**src/rtl/wb_gcd_initiator.sv**
```systemverilog
// Wishbone classic initiator for the GCD user-project slave.
// Takes an operand pair from a valid/ready request stream and writes {a,b}
// to the slave. It then leaves the bus idle for one cycle and reads the
// GCD back. The result, or an ack-timeout error, goes out on a valid/ready
// response stream.
module wb_gcd_initiator #(
    parameter logic [31:0] GCD_ADDR       = 32'h3000_0000,
    parameter int unsigned TIMEOUT_CYCLES = 255
) (
    input  logic        clk,
    input  logic        reset,
    input  logic        req_val,
    output logic        req_rdy,
    input  logic [15:0] req_a,
    input  logic [15:0] req_b,
    output logic        resp_val,
    input  logic        resp_rdy,
    output logic [15:0] resp_c,
    output logic        resp_err,
    output logic        wbm_cyc_o,
    output logic        wbm_stb_o,
    output logic        wbm_we_o,
    output logic [3:0]  wbm_sel_o,
    output logic [31:0] wbm_adr_o,
    output logic [31:0] wbm_dat_o,
    input  logic [31:0] wbm_dat_i,
    input  logic        wbm_ack_i
);

    // The counter only has to reach TIMEOUT_CYCLES-1.
    localparam int CNT_W = (TIMEOUT_CYCLES > 1) ? $clog2(TIMEOUT_CYCLES) : 1;
    localparam logic [CNT_W-1:0] CNT_LAST = CNT_W'(TIMEOUT_CYCLES - 1);

    typedef enum logic [2:0] {
        S_IDLE = 3'd0,
        S_WR   = 3'd1,
        S_GAP  = 3'd2,
        S_RD   = 3'd3,
        S_RESP = 3'd4
    } state_t;

    state_t           r_state;
    logic             r_cyc;
    logic             r_stb;
    logic             r_we;
    logic [31:0]      r_dat_o;
    logic             r_resp_val;
    logic [15:0]      r_resp_c;
    logic             r_resp_err;
    logic [CNT_W-1:0] r_cnt;

    state_t           w_state_nxt;
    logic             w_cyc_nxt;
    logic             w_stb_nxt;
    logic             w_we_nxt;
    logic [31:0]      w_dat_o_nxt;
    logic             w_resp_val_nxt;
    logic [15:0]      w_resp_c_nxt;
    logic             w_resp_err_nxt;
    logic [CNT_W-1:0] w_cnt_nxt;
    logic             w_expired;

    // Only the low half of the read data carries the result.
    logic w_unused_dat_hi;
    assign w_unused_dat_hi = ^wbm_dat_i[31:16];

    assign w_expired = (r_cnt == CNT_LAST);

    assign req_rdy   = (r_state == S_IDLE) & reset;
    assign resp_val  = r_resp_val;
    assign resp_c    = r_resp_c;
    assign resp_err  = r_resp_err;
    assign wbm_cyc_o = r_cyc;
    assign wbm_stb_o = r_stb;
    assign wbm_we_o  = r_we;
    assign wbm_sel_o = 4'hF;
    assign wbm_adr_o = GCD_ADDR;
    assign wbm_dat_o = r_dat_o;

    // Next-state and next-output decode. An ack always wins over timeout expiry.
    always_comb begin
        w_state_nxt    = r_state;
        w_cyc_nxt      = r_cyc;
        w_stb_nxt      = r_stb;
        w_we_nxt       = r_we;
        w_dat_o_nxt    = r_dat_o;
        w_resp_val_nxt = r_resp_val;
        w_resp_c_nxt   = r_resp_c;
        w_resp_err_nxt = r_resp_err;
        w_cnt_nxt      = r_cnt;
        case (r_state)
            S_IDLE: begin
                if (req_val) begin
                    w_dat_o_nxt = {req_a, req_b};
                    w_cyc_nxt   = 1'b1;
                    w_stb_nxt   = 1'b1;
                    w_we_nxt    = 1'b1;
                    w_cnt_nxt   = '0;
                    w_state_nxt = S_WR;
                end
            end
            S_WR: begin
                if (wbm_ack_i) begin
                    w_cyc_nxt   = 1'b0;
                    w_stb_nxt   = 1'b0;
                    w_we_nxt    = 1'b0;
                    w_state_nxt = S_GAP;
                end else if (w_expired) begin
                    w_cyc_nxt      = 1'b0;
                    w_stb_nxt      = 1'b0;
                    w_we_nxt       = 1'b0;
                    w_resp_c_nxt   = 16'd0;
                    w_resp_err_nxt = 1'b1;
                    w_resp_val_nxt = 1'b1;
                    w_state_nxt    = S_RESP;
                end else begin
                    w_cnt_nxt = r_cnt + 1'b1;
                end
            end
            S_GAP: begin
                w_cyc_nxt   = 1'b1;
                w_stb_nxt   = 1'b1;
                w_we_nxt    = 1'b0;
                w_cnt_nxt   = '0;
                w_state_nxt = S_RD;
            end
            S_RD: begin
                if (wbm_ack_i) begin
                    w_cyc_nxt      = 1'b0;
                    w_stb_nxt      = 1'b0;
                    w_resp_c_nxt   = wbm_dat_i[15:0];
                    w_resp_err_nxt = 1'b0;
                    w_resp_val_nxt = 1'b1;
                    w_state_nxt    = S_RESP;
                end else if (w_expired) begin
                    w_cyc_nxt      = 1'b0;
                    w_stb_nxt      = 1'b0;
                    w_resp_c_nxt   = 16'd0;
                    w_resp_err_nxt = 1'b1;
                    w_resp_val_nxt = 1'b1;
                    w_state_nxt    = S_RESP;
                end else begin
                    w_cnt_nxt = r_cnt + 1'b1;
                end
            end
            S_RESP: begin
                if (resp_rdy) begin
                    w_resp_val_nxt = 1'b0;
                    w_state_nxt    = S_IDLE;
                end
            end
            default: begin
                w_cyc_nxt   = 1'b0;
                w_stb_nxt   = 1'b0;
                w_we_nxt    = 1'b0;
                w_state_nxt = S_IDLE;
            end
        endcase
    end

    // State and registered outputs. Reset abandons any bus cycle in flight.
    always_ff @(posedge clk) begin
        if (!reset) begin
            r_state    <= S_IDLE;
            r_cyc      <= 1'b0;
            r_stb      <= 1'b0;
            r_we       <= 1'b0;
            r_dat_o    <= 32'd0;
            r_resp_val <= 1'b0;
            r_resp_c   <= 16'd0;
            r_resp_err <= 1'b0;
            r_cnt      <= '0;
        end else begin
            r_state    <= w_state_nxt;
            r_cyc      <= w_cyc_nxt;
            r_stb      <= w_stb_nxt;
            r_we       <= w_we_nxt;
            r_dat_o    <= w_dat_o_nxt;
            r_resp_val <= w_resp_val_nxt;
            r_resp_c   <= w_resp_c_nxt;
            r_resp_err <= w_resp_err_nxt;
            r_cnt      <= w_cnt_nxt;
        end
    end

endmodule

```
**config.mk**
```make
export PLATFORM = sky130hd
export DESIGN_NAME = wb_gcd_initiator
export DESIGN_NICKNAME = d
export VERILOG_FILES = /design/src/rtl/wb_gcd_initiator.sv
export SDC_FILE = /design/constraint.sdc
export NUM_CORES = 1
export LEC_CHECK = 0
export CAP_MARGIN = 0
export CORE_MARGIN = 8
export CORE_UTILIZATION = 39
export DETAILED_ROUTE_END_ITERATION = 8
export PLACE_DENSITY = 0.86
export SLEW_MARGIN = 20
export SYNTH_ARGS = -nofsm -noshare
export SYNTH_HDL_FRONTEND = slang
export SYNTH_SLANG_ARGS = --single-unit
```
**constraint.sdc**
```tcl
create_clock -name clk -period 1.92 [get_ports clk]
set_input_delay 0.192 -clock clk [delete_from_list [all_inputs] [get_ports clk]]
set_output_delay 0.192 -clock clk [all_outputs]
set_load 0.01 [all_outputs]
```
==> impl_metrics.csv, run 1 <==
group,metric,value,unit
route,drc,0,
route,wl_per_cell,14.4,um
cts,clk-insertion-delay-late,330,ps
yosys,synth_warnings,0,
yosys,synth_ff_type,"dfxtp_1",
floorplanning,design.core.area,0.00729,mm2
yosys,synth_cells,353,
power_and_ir_drop,irDropWorstVdd,0.567,mV
sta,max_freq,551,MHz
cts,clk_pin_slew,60,ps
floorplanning,die_h,103,um
cts,clock-sinks,63,
floorplanning,die_area,0.0106,mm2
yosys,ys_seq_area_frac,0.429,
yosys,ys_types,40,
floorplanning,num_rows,31,
layout,fillers,673,
global_routing,overflow,0,
sta,slew_violations,0,
yosys,syn_area_per_cell,8.34,um2
cts,htreeDepth,3,
cts,cts_made_buffers,9,
power_and_ir_drop,clkPwrFrac,0.356,
critical_path,crit_chain,"inv_1, ha_1, and4_1, a21o_4, or4_1, a21boi_1",
floorplanning,die_width,103,um
layout,utilization,0.578,
critical_path,startpoint_type,"flip-flop",
critical_path,max_stage_delay,520,ps
layout,fin_cells,565,
route,detailedRoute.firstPassIterationCount,4,
layout,final_cell_mix,"105 x clkdlybuf4s50_1, 83 x nand2_1, 62 x dfxtp_1",
layout,antennaDiodeCount,0,
global_routing,track_usage,0.150,
cts,cts_tree,"built",
power_and_ir_drop,total_power,3.00,mW
yosys,netlist_top_cells_area,"dfxtp_1 43%, a21boi_0 11%, nand2_1 11%",
critical_path,critPathTopFamily,"simple AND/OR/NAND/NOR gates",
global_routing,grt_pass1_wl,12600,um
layout,mostFrequentLayoutCell,"clkdlybuf4s50_1",
yosys,ys_seq_elements,63,
power_and_ir_drop,p_sw_frac,0.257,
sta,postLayoutSetupSlackWorst,105,ps
route,wirelength,8160,um
floorplanning,boundaryPins,159,
place,hpwl,6120,um
power_and_ir_drop,power_frac_comb,0.179,
power_and_ir_drop,power.density,713,mW/mm2
sta,setup_viol,0,
yosys,synthArstFlopShare,0,
cts,hold_buffers,0,
route,ant_nets,0,
worst_hold_path,hold_path_class,"in2reg",
critical_path,crit_path_max_fanout,15,
layout,drive_gt1_frac,0.0794,
sta,clock_skew,10.6,ps
sta,rsz0062_at_grt,"false",
yosys,synth.cell_area,0.00294,mm2
place,gp_congestion,0.797,
power_and_ir_drop,leakage,1.60,nW
sta,post-route-period-util,0.946,
critical_path,cp_data_required_time,2180,ps
critical_path,path_class,"reg2reg",
layout,fin_nets,533,
cts,clockBufferDepth,2,
critical_path,cp.arrival,2070,ps
status,status,"complete, no violations",
yosys,yosys.area.top_type,"dfxtp_1",
route,via_per_inst,4.83,
critical_path,cp_num_buf_inv,1,
sta,min_period,1820,ps
yosys,synth-edff-count,0,
power_and_ir_drop,p_int,2.23,mW
route,drtIter0Drc,86,
place,io_buffers,106,
flow_run,cap_violations,0,
yosys,synth_top_area_frac,0.429,
sta,hold_viol_final,0,
critical_path,slowest_stage,"or4_1",
global_routing,antenna_found_initial,0,
place,dpl.cell_count,550,
layout,area_growth,43.2,%
power_and_ir_drop,seqPwrFrac,0.465,
place,dp_slack,-10.3,ps
global_routing,grt_max_degree,33,
critical_path,end_kind,"flip-flop",
power_and_ir_drop,p_sw,0.772,mW
route,vias,2731,
floorplanning,start_util,0.404,
global_routing,first_global_vias,2651,
cts,cts_root_buffer,"clkbuf_8",
cell families after synthesis:
logic type      synth area share
flops                      0.429
fa+ha+maj                0.00850
simple gates               0.186
other cells              0.00255
compound gates             0.236
buf+inv                    0.138
power by group through the flow:
| stage | logic [mW] | registers (mW) | clock network [mW] |
|---|---|---|---|
| 2_1_floorplan | 0.270 | 1.45 | 0 |
| 3_3_place_gp | 0.526 | 1.42 | 0 |
| 3_5_place_dp | 0.537 | 1.43 | 0 |
| 4_1_cts | 0.539 | 1.40 | 1.10 |
| 5_1_grt | 0.586 | 1.40 | 1.16 |
| 6_report | 0.537 | 1.40 | 1.07 |
worst reg2reg max path, delay by kind of cell (launching register included):
kind / cells / cell delay, ps
and+or+nand+nor: 2 / 750
buffers and inverters: 1 / 50
DFF: 1 / 330
adders and majority gates: 1 / 200
AOI/OAI and AO/OA: 2 / 430
metrics by stage:
stage               hold WS [ps]  setup TNS, ps  cell area (um2)
CTS                          405              0             4200
global placement             441              0             4020
detailed placement           453          -10.3             4020
global route                 412              0             4210
finish                       412              0             4210
floorplan                    327              0             3070
cells in the mapped netlist, drive strengths merged (5+ instances only):
master and instances:
a21boi 54, and2 5, buf 46, clkbuf 14, dfxtp 63, inv 6, nand2 83, nor2 6
nor3 5, o21ai 22, o31ai 5, or4 6
state kept, by name, summed over array words and instances (netlist names):
signal / count
wbm_dat_o: 32
r_state: 3
wbm_we_o: 1
resp_val: 1
resp_err: 1
wbm_stb_o: 1
r_cnt: 8
resp_c: 16
layer usage:
metal  routed length [um]  GRT usage  vias to the layer above
li1                     -          -                     1343
met2                 4080      0.261                      111
met4                   44     0.0456                        0
met1                 3140      0.158                     1272
met5                    0          0                        -
met3                  905     0.0695                        5
path summary, 6_finish.rpt:
kind / start / end / slack, ps / depth (start not counted)
worst max-delay path: r_cnt[0]$_SDFFE_PN0P_ / r_cnt[7]$_SDFFE_PN0P_ / 100 / 6
worst min-delay path: req_a[6] / wbm_dat_o[22]$_SDFFE_PN0P_ / 410 / 3
worst max register to register: r_cnt[0]$_SDFFE_PN0P_ / r_cnt[7]$_SDFFE_PN0P_ / 100 / 6
worst min register to register: wbm_dat_o[31]$_SDFFE_PN0P_ / wbm_dat_o[31]$_SDFFE_PN0P_ / 460 / 2
what timing repair did:
item                                   4_1_cts  5_1_grt
buffers inserted                             0        0
pin swaps                                    0        0
resized for setup                            1        3
setup endpoints to repair                    1        7
endpoints found under the hold margin        0        0
cell type report:
cell class	count	area (um2)	area share
multi-input cells	258	1420	0.336
flip-flops and latches	63	1260	0.300
inverters	6	22.5	0.00535
well taps	99	124	0.0294
clock buffers	10	128	0.0303
clock inverters	5	50.0	0.0119
repair buffers	124	1210	0.287
No activity file was read; power rests on OpenSTA's default activity.
==> run 2, diff against run 1 <==
- GPL_ROUTABILITY_DRIVEN: default -> 0
- SETUP_SLACK_MARGIN: default -> 0.02
==> run 2 against run 1 <==
  * First-iteration DRC count grew 13%
  * Register-to-register slack lost 20 ps
  * Hold slack worse by 0.56 ps
  * Critical path depth did not move
  * Clock skew about the same
  * Worst setup slack got worse by 20 ps
  * Via count down 0.55%
  * Power about the same
  * Non-clock buffer count is the same
  * Critical path type unchanged
==> impl_metrics.csv, run 2 (synthesis gave the netlist of run 1 again) <==
group,metric,value,unit
status,status,"complete, no violations",
cts,clk-insertion-delay-late,330,ps
global_routing,antenna_found_initial,0,
place,io_buffers,106,
layout,multi_input_area,0.00142,mm2
cts,cts_tree,"built",
worst_hold_path,hold_end,"wbm_dat_o[22]$_SDFFE_PN0P_",
layout,final_cell_mix,"105 x clkdlybuf4s50_1, 83 x nand2_1, 62 x dfxtp_1",
route,drtIter0Drc,97,
sta,slew_violations,0,
layout,area_growth,43.2,%
critical_path,r2r_cells,6,
sta,max_freq,545,MHz
global_routing,first_global_vias,2642,
sta,rsz0062_at_grt,"true",
sta,min_period,1840,ps
power_and_ir_drop,total_power,3.00,mW
critical_path,cp.arrival,2090,ps
global_routing,grt_max_degree,33,
layout,antennaDiodeCount,0,
place,dpl.cell_count,550,
critical_path,cp_data_required_time,2180,ps
cts,cts_root_buffer,"clkbuf_8",
floorplanning,boundaryPins,159,
critical_path,crit_start,"r_cnt[0]$_SDFFE_PN0P_",
route,wirelength,8180,um
route,drc,0,
layout,fin_cells,565,
sta,clock_skew,10.5,ps
cts,clock-sinks,63,
critical_path,path_class,"reg2reg",
place,hpwl,6120,um
critical_path,reg2reg_to,"r_cnt[7]$_SDFFE_PN0P_",
layout,largest_register_ffs,32,
layout,fillers,673,
layout,ff_latch_area,0.00126,mm2
layout,utilization,0.578,
floorplanning,die_width,103,um
power_and_ir_drop,power.density,713,mW/mm2
route,ant_nets,0,
sta,setup_viol,0,
critical_path,worstReg2RegStart,"r_cnt[0]$_SDFFE_PN0P_",
route,via_per_inst,4.81,
floorplanning,die_h,103,um
cts,htreeDepth,3,
worst_hold_path,hold_depth,3,
route,wl_per_cell,14.5,um
sta,post-route-period-util,0.956,
critical_path,r2r_slack,80,ps
floorplanning,start_util,0.404,
cts,clk_pin_slew,60,ps
route,vias,2716,
sta,hold_viol_final,0,
floorplanning,design.core.area,0.00729,mm2
global_routing,track_usage,0.150,
cts,cts_made_buffers,9,
sta,postLayoutSetupSlackWorst,84.9,ps
layout,fin_nets,533,
layout,drive_gt1_frac,0.0794,
global_routing,grt_pass1_wl,12600,um
critical_path,end_kind,"flip-flop",
layout,mostFrequentLayoutCell,"clkdlybuf4s50_1",
power_and_ir_drop,irDropWorstVdd,0.566,mV
power_and_ir_drop,leakage,1.60,nW
place,dp_slack,-10.3,ps
cts,hold_buffers,0,
floorplanning,num_rows,31,
worst_hold_path,min_from,"req_a[6]",
flow_run,cap_violations,0,
worst_hold_path,hold_path_class,"in2reg",
sta,final.setup.tns,0,ps
critical_path,crit_path_max_fanout,15,
global_routing,overflow,0,
critical_path,startpoint_type,"flip-flop",
floorplanning,die_area,0.0106,mm2
cts,clockBufferDepth,2,
route,detailedRoute.firstPassIterationCount,4,
==> run 2: cell counts in the layout (fill, tap and decap cells not counted) <==
Identical to the previous run, type by type.
==> run 2: per-layer routing <==
metal | vias up | wire (um) | GRT usage
li1 | 1341 | - | -
met1 | 1263 | 3170 | 0.158
met2 | 107 | 4060 | 0.263
met3 | 5 | 907 | 0.0695
met4 | 0 | 44 | 0.0434
met5 | - | 0 | 0
==> run 2: timing repair <==
item / 4_1_cts / 5_1_grt
resized for setup: 2 / 2
setup buffers: 0 / 0
setup endpoints to repair: 2 / 6
==> run 2: stage by stage <==
stage          area [um2]  hold slack [ps]
6_report             4210              412
5_1_grt              4210              412
4_1_cts              4200              405
3_5_place_dp         4020              453
3_3_place_gp         4020              441
2_1_floorplan        3070              327
==> run 2: worst max-delay path, cell delays in order (launching register included) <==
cell	delay, ps
dfxtp_1	340
inv_1	50
ha_1	200
and4_1	230
a21o_4	270
or4_1	520
a21boi_1	160
==> run 2: layout make-up <==
class                           instances  area share
Inverter                                6     0.00535
Clock inverter                          5      0.0119
Tap cell                               99      0.0294
Sequential cell                        63       0.300
Clock buffer                           10      0.0303
Multi-Input combinational cell        258       0.336
Timing Repair Buffer                  124       0.287
==> run 2: how the worst max path moves through the flow <==
stage                                 end
finish              r_cnt[7]$_SDFFE_PN0P_
global route        r_cnt[7]$_SDFFE_PN0P_
CTS                 r_cnt[7]$_SDFFE_PN0P_
detailed placement  r_cnt[7]$_SDFFE_PN0P_
global placement    r_cnt[4]$_SDFFE_PN0P_
floorplan           r_cnt[2]$_SDFFE_PN0P_
==> run 2: where the power goes <==
part / total (mW) / switching, mW / internal [mW]
logic: 0.538 / 0.255 / 0.283
registers: 1.40 / 0.0322 / 1.36
clock network: 1.07 / 0.485 / 0.583
total: 3.00 / 0.772 / 2.23
